File: config.mk
export PLATFORM = sky130hd
export DESIGN_NAME = seq_gen_1011
export DESIGN_NICKNAME = d
export VERILOG_FILES = /design/src/rtl/seq_gen_1011.sv
export SDC_FILE = /design/constraint.sdc
export NUM_CORES = 1
export LEC_CHECK = 0
export BUFFER_PORTS_ARGS = -buffer_cell sky130_fd_sc_hd__buf_2
export CORE_MARGIN = 2
export CORE_UTILIZATION = 56
export CTS_CLUSTER_DIAMETER = 40
export DETAILED_ROUTE_END_ITERATION = 16
export PLACE_DENSITY_LB_ADDON = 0.1
export SYNTH_ARGS = -nofsm -noshare
export SYNTH_HDL_FRONTEND = slang
export SYNTH_SLANG_ARGS = --single-unit
File: constraint.sdc
create_clock -name clk -period 1.77 [get_ports clk]
set_input_delay 0.2655 -clock clk [delete_from_list [all_inputs] [get_ports clk]]
set_output_delay 0.2655 -clock clk [all_outputs]
set_load 0.005 [all_outputs]
File: src/rtl/seq_gen_1011.sv
// seq_gen_1011: serial pattern transmitter.
// On an accepted start it shifts PATTERN out MSB first, one bit per clock,
// repeats it rpt times with gap idle bit-times between repetitions, and
// closes the transfer with a one-cycle done pulse. All outputs are registered
// and are computed alongside the next state, so each output is valid during
// the cycle its state is active.
module seq_gen_1011 #(
  parameter int                PAT_W   = 4,
  parameter logic [PAT_W-1:0]  PATTERN = 4'b1011,
  parameter int                CNT_W   = 4
) (
  input  logic             clk,
  input  logic             reset,
  input  logic             start,
  input  logic [CNT_W-1:0] rpt,
  input  logic [CNT_W-1:0] gap,
  output logic             out,
  output logic             out_valid,
  output logic             busy,
  output logic             done
);

  localparam int               IDX_W   = (PAT_W > 1) ? $clog2(PAT_W) : 1;
  localparam logic [IDX_W-1:0] IDX_TOP = IDX_W'(PAT_W - 1);
  localparam logic [CNT_W-1:0] CNT_ONE = CNT_W'(1);

  typedef enum logic [1:0] {
    IDLE = 2'd0,
    SEND = 2'd1,
    GAP  = 2'd2,
    DONE = 2'd3
  } state_t;

  state_t           state_reg;
  logic [IDX_W-1:0] idx_reg;      // bit of PATTERN currently on out
  logic [CNT_W-1:0] rem_reg;      // repetitions still to finish, incl. current
  logic [CNT_W-1:0] gap_cnt_reg;  // idle cycles left in the current gap
  logic [CNT_W-1:0] gap_lat_reg;  // gap length captured with start

  logic [IDX_W-1:0] idx_dec;

  // Next index while walking down the pattern within one repetition.
  assign idx_dec = idx_reg - 1'b1;

  // Transfer FSM with registered outputs; counters only ever count down to 1,
  // so full-scale rpt/gap values never wrap.
  always_ff @(posedge clk or negedge reset) begin
    if (!reset) begin
      state_reg   <= IDLE;
      idx_reg     <= '0;
      rem_reg     <= '0;
      gap_cnt_reg <= '0;
      gap_lat_reg <= '0;
      out         <= 1'b0;
      out_valid   <= 1'b0;
      busy        <= 1'b0;
      done        <= 1'b0;
    end else begin
      case (state_reg)
        IDLE: begin
          out       <= 1'b0;
          out_valid <= 1'b0;
          busy      <= 1'b0;
          done      <= 1'b0;
          if (start) begin
            if (rpt != '0) begin
              state_reg   <= SEND;
              rem_reg     <= rpt;
              gap_lat_reg <= gap;
              idx_reg     <= IDX_TOP;
              out         <= PATTERN[IDX_TOP];
              out_valid   <= 1'b1;
              busy        <= 1'b1;
            end else begin
              // Zero repetitions: report completion without sending anything.
              state_reg <= DONE;
              done      <= 1'b1;
            end
          end
        end

        SEND: begin
          if (idx_reg != '0) begin
            idx_reg   <= idx_dec;
            out       <= PATTERN[idx_dec];
            out_valid <= 1'b1;
            busy      <= 1'b1;
          end else begin
            // Last bit of this repetition is on out now.
            rem_reg <= rem_reg - CNT_ONE;
            if (rem_reg == CNT_ONE) begin
              state_reg <= DONE;
              out       <= 1'b0;
              out_valid <= 1'b0;
              busy      <= 1'b0;
              done      <= 1'b1;
            end else if (gap_lat_reg == '0) begin
              // Back-to-back repetition, no bubble.
              idx_reg   <= IDX_TOP;
              out       <= PATTERN[IDX_TOP];
              out_valid <= 1'b1;
              busy      <= 1'b1;
            end else begin
              state_reg   <= GAP;
              gap_cnt_reg <= gap_lat_reg;
              out         <= 1'b0;
              out_valid   <= 1'b0;
              busy        <= 1'b1;
            end
          end
        end

        GAP: begin
          if (gap_cnt_reg == CNT_ONE) begin
            state_reg <= SEND;
            idx_reg   <= IDX_TOP;
            out       <= PATTERN[IDX_TOP];
            out_valid <= 1'b1;
            busy      <= 1'b1;
          end else begin
            gap_cnt_reg <= gap_cnt_reg - CNT_ONE;
            out         <= 1'b0;
            out_valid   <= 1'b0;
            busy        <= 1'b1;
          end
        end

        DONE: begin
          state_reg <= IDLE;
          out       <= 1'b0;
          out_valid <= 1'b0;
          busy      <= 1'b0;
          done      <= 1'b0;
        end

        default: begin
          state_reg <= IDLE;
          out       <= 1'b0;
          out_valid <= 1'b0;
          busy      <= 1'b0;
          done      <= 1'b0;
        end
      endcase
    end
  end

endmodule

==> impl_metrics.ini <==
[synthesis]
synth-simple-area-share = 0.1812
syn-instance-count = 123
syn_area_mm2 = 0.001187
synth_fa_ha_area_frac = 0.07376
async_flop_share = 1.000
syn-num-nets = 141
synth_compound_area_frac = 0.2129
synth_ff_type = dfrtp_1
synth_top_family_by_area = compound AO/OA/AOI/OAI gates
netlist-cell-type-count = 35
synthMuxAreaShare = 0.05479
synth_edf_count = 0
synth_xor_area_frac = 0
yosys_warnings = 0
seq_area_frac_synth = 0.4215
ys_seq_elements = 20
synth.avg_cell_area_um2 = 9.654

[global_route]
grt_pass1_vias = 968
globalRoute.totalOverflow = 0
grt_max_degree = 21
globalRouteTotalUtil = 0.2328
antenna_found_initial = 0
grt_pass1_wl_um = 4402

[layout]
drive_above_1_share = 0.2838
final_cell_mix = dfrtp_1 (20), a21oi_1 (15), buf_2 (14)
layout_commonest_cell = dfrtp_1
num_antenna_cells = 0
finalNonFillerCells = 175
areaGrowthSynthToFinish_pct = 21.92
nets = 167
final_util = 0.7304

[die]
fp.dieW_um = 50.05
rows = 16
die_area_mm2 = 0.002505
start_util = 0.5991
die_h_um = 50.05
io_pins = 15
fp.coreArea_mm2 = 0.001982

[clocking]
htreeDepth = 1
clock_path_buffers = 2
cts_sinks = 20
cts.clk_slew.worst_paths_ns = 0.12
clockRootBuffer = clkbuf_4
clock_latency_ns = 0.30
cts_made_buffers = 3
cts_tree = yes

[placed_design]
io_buffers = 14
place.gp.congestion = 0.8410
hpwlAfterDp_um = 1945
dp_cells = 169

[critical_path]
r2r-end = gap_cnt_reg[3]$_DFFE_PN0P_
reg2reg_slack_ns = 0.09
start_kind = flop
slowest_stage = dfrtp_1
regToRegStartpoint = idx_reg[0]$_DFFE_PN0P_
critPathCaptureType = flop
critPathMaxStageDelay_ns = 0.43
critPathKind = flop to flop
path_cells = inv_1 -> ha_1 -> o41ai_4 -> or3_1 -> o21ai_0 -> nor3_1
required_ns = 1.97
rr_worst_depth = 6
crit_fanout = 4
arrival_ns = 1.88

[flow_run]
cap_violations = 0

[sta]
tightest_slew_ns = 0.4335
min_period_ns = 1.677
fmax_mhz = 596.5
min_period_over_period = 0.9472
clock_skew_ns = 0.001367
drv_slew = 0
hold_violations = 0
setup-violations-final = 0
slew_headroom = 0.7083
setup_tns_ns = 0
rsz0062_at_grt = false

[drt]
dr.pass1.iters = 4
wl_um = 2543
wl_per_cell_um = 14.53
antenna_left = 0
vias_per_cell = 5.840
drt_iter0_markers = 36
via_count = 1022
drcViolationCount = 0

[power]
pwr_density_cell_mw_per_mm2 = 1724
power.leakage_nw = 0.6747
irDropWorstVdd_mv = 1.038

[outcome]
outcome = completed

[worst_hold_path]
holdPathEnd = gap_lat_reg[2]$_DFFE_PN0P_
hp-class = input port to flop
holdPathStages = 2
hp-start = gap[2]
-- per-stage QoR --
step	worst slack [ns]	hold slack, ns	total power [W]	cell area, um^2
6_report	0.09342	0.1817	0.002496	1448
5_1_grt	0.001533	0.1603	0.002702	1448
4_1_cts	0.009160	0.1785	0.002409	1404
3_5_place_dp	0.04387	0.2345	0.002031	1341
3_3_place_gp	0.04009	0.2303	0.001986	1341
2_1_floorplan	0.1855	-0.03009	0.001657	1187
-- cells by family after synthesis --
logic type	after synthesis
AOI/OAI and AO/OA	37
buffers and inverters	15
muxes	6
DFF	20
adders and majority gates	7
and+or+nand+nor	38
-- cells in the mapped netlist (2+ instances only) --
cell type,n,area share
ha_1,7,0.074
nor3_1,5,0.021
nor2_1,8,0.025
o21a_1,2,0.013
dfrtp_1,20,0.42
mux2i_1,2,0.017
a21oi_1,15,0.063
nand2b_1,7,0.037
nor2b_1,2,0.011
nor4_1,2,0.011
or3_1,2,0.011
buf_2,2,0.0084
clkbuf_1,2,0.0063
o21ai_0,8,0.034
nand3_1,5,0.021
nand2_1,3,0.0095
mux2_2,4,0.038
inv_1,9,0.028
nor3b_2,2,0.021
-- per-layer routing --
layer | routed length, um | up-vias | global-route usage
li1 | - | 493 | -
met1 | 1206 | 481 | 0.3249
met2 | 1155 | 42 | 0.3575
met3 | 126 | 6 | 0.03636
met4 | 55 | 0 | 0.09722
met5 | 0 | - | 0
-- what timing repair did --
item | CTS | global route
setup endpoints to repair | 0 | 6
resized for setup | 0 | 5
setup buffers | 0 | 1
hold buffers | 1 | 0
endpoints found under the hold margin | 20 | 0
-- cell type report --
type                       count  area, um^2
clock buffer                   3       22.52
clock inverter                 1       30.03
fill                         153       534.3
inverter                       9       33.78
multi-input combinational     88       656.9
sequential                    20       500.5
tap                           27       33.78
timing repair buffer          27       170.2
-- report_power, final --
part | total (W) | switching (W) | internal (W)
logic | 0.00120 | 0.000609 | 0.000593
registers | 0.000917 | 0.000239 | 0.000678
clock network | 0.000377 | 0.000149 | 0.000229
-- worst max-delay path by stage --
stage / depth (start not counted) / from / slack (ns) / endpoint
after CTS: 4 / gap_lat_reg[2]$_DFFE_PN0P_ / 0.009 / idx_reg[0]$_DFFE_PN0P_
after detailed placement: 4 / gap_lat_reg[2]$_DFFE_PN0P_ / 0.04 / idx_reg[0]$_DFFE_PN0P_
after global routing: 6 / idx_reg[0]$_DFFE_PN0P_ / 0.002 / gap_cnt_reg[3]$_DFFE_PN0P_
after global placement: 4 / gap_lat_reg[2]$_DFFE_PN0P_ / 0.04 / idx_reg[0]$_DFFE_PN0P_
final: 6 / idx_reg[0]$_DFFE_PN0P_ / 0.09 / gap_cnt_reg[3]$_DFFE_PN0P_
after floorplan: 6 / rem_reg[1]$_DFFE_PN0P_ / 0.19 / out$_DFF_PN0_
-- critical path: cells and delay by family, from the launching register on --
family          cells  cell delay (ns)
simple gates        2             0.45
fa+ha+maj           1             0.25
buf+inv             1             0.09
flops               1             0.43
compound gates      2             0.35
Note: power is estimated with default switching activity, not from simulation.
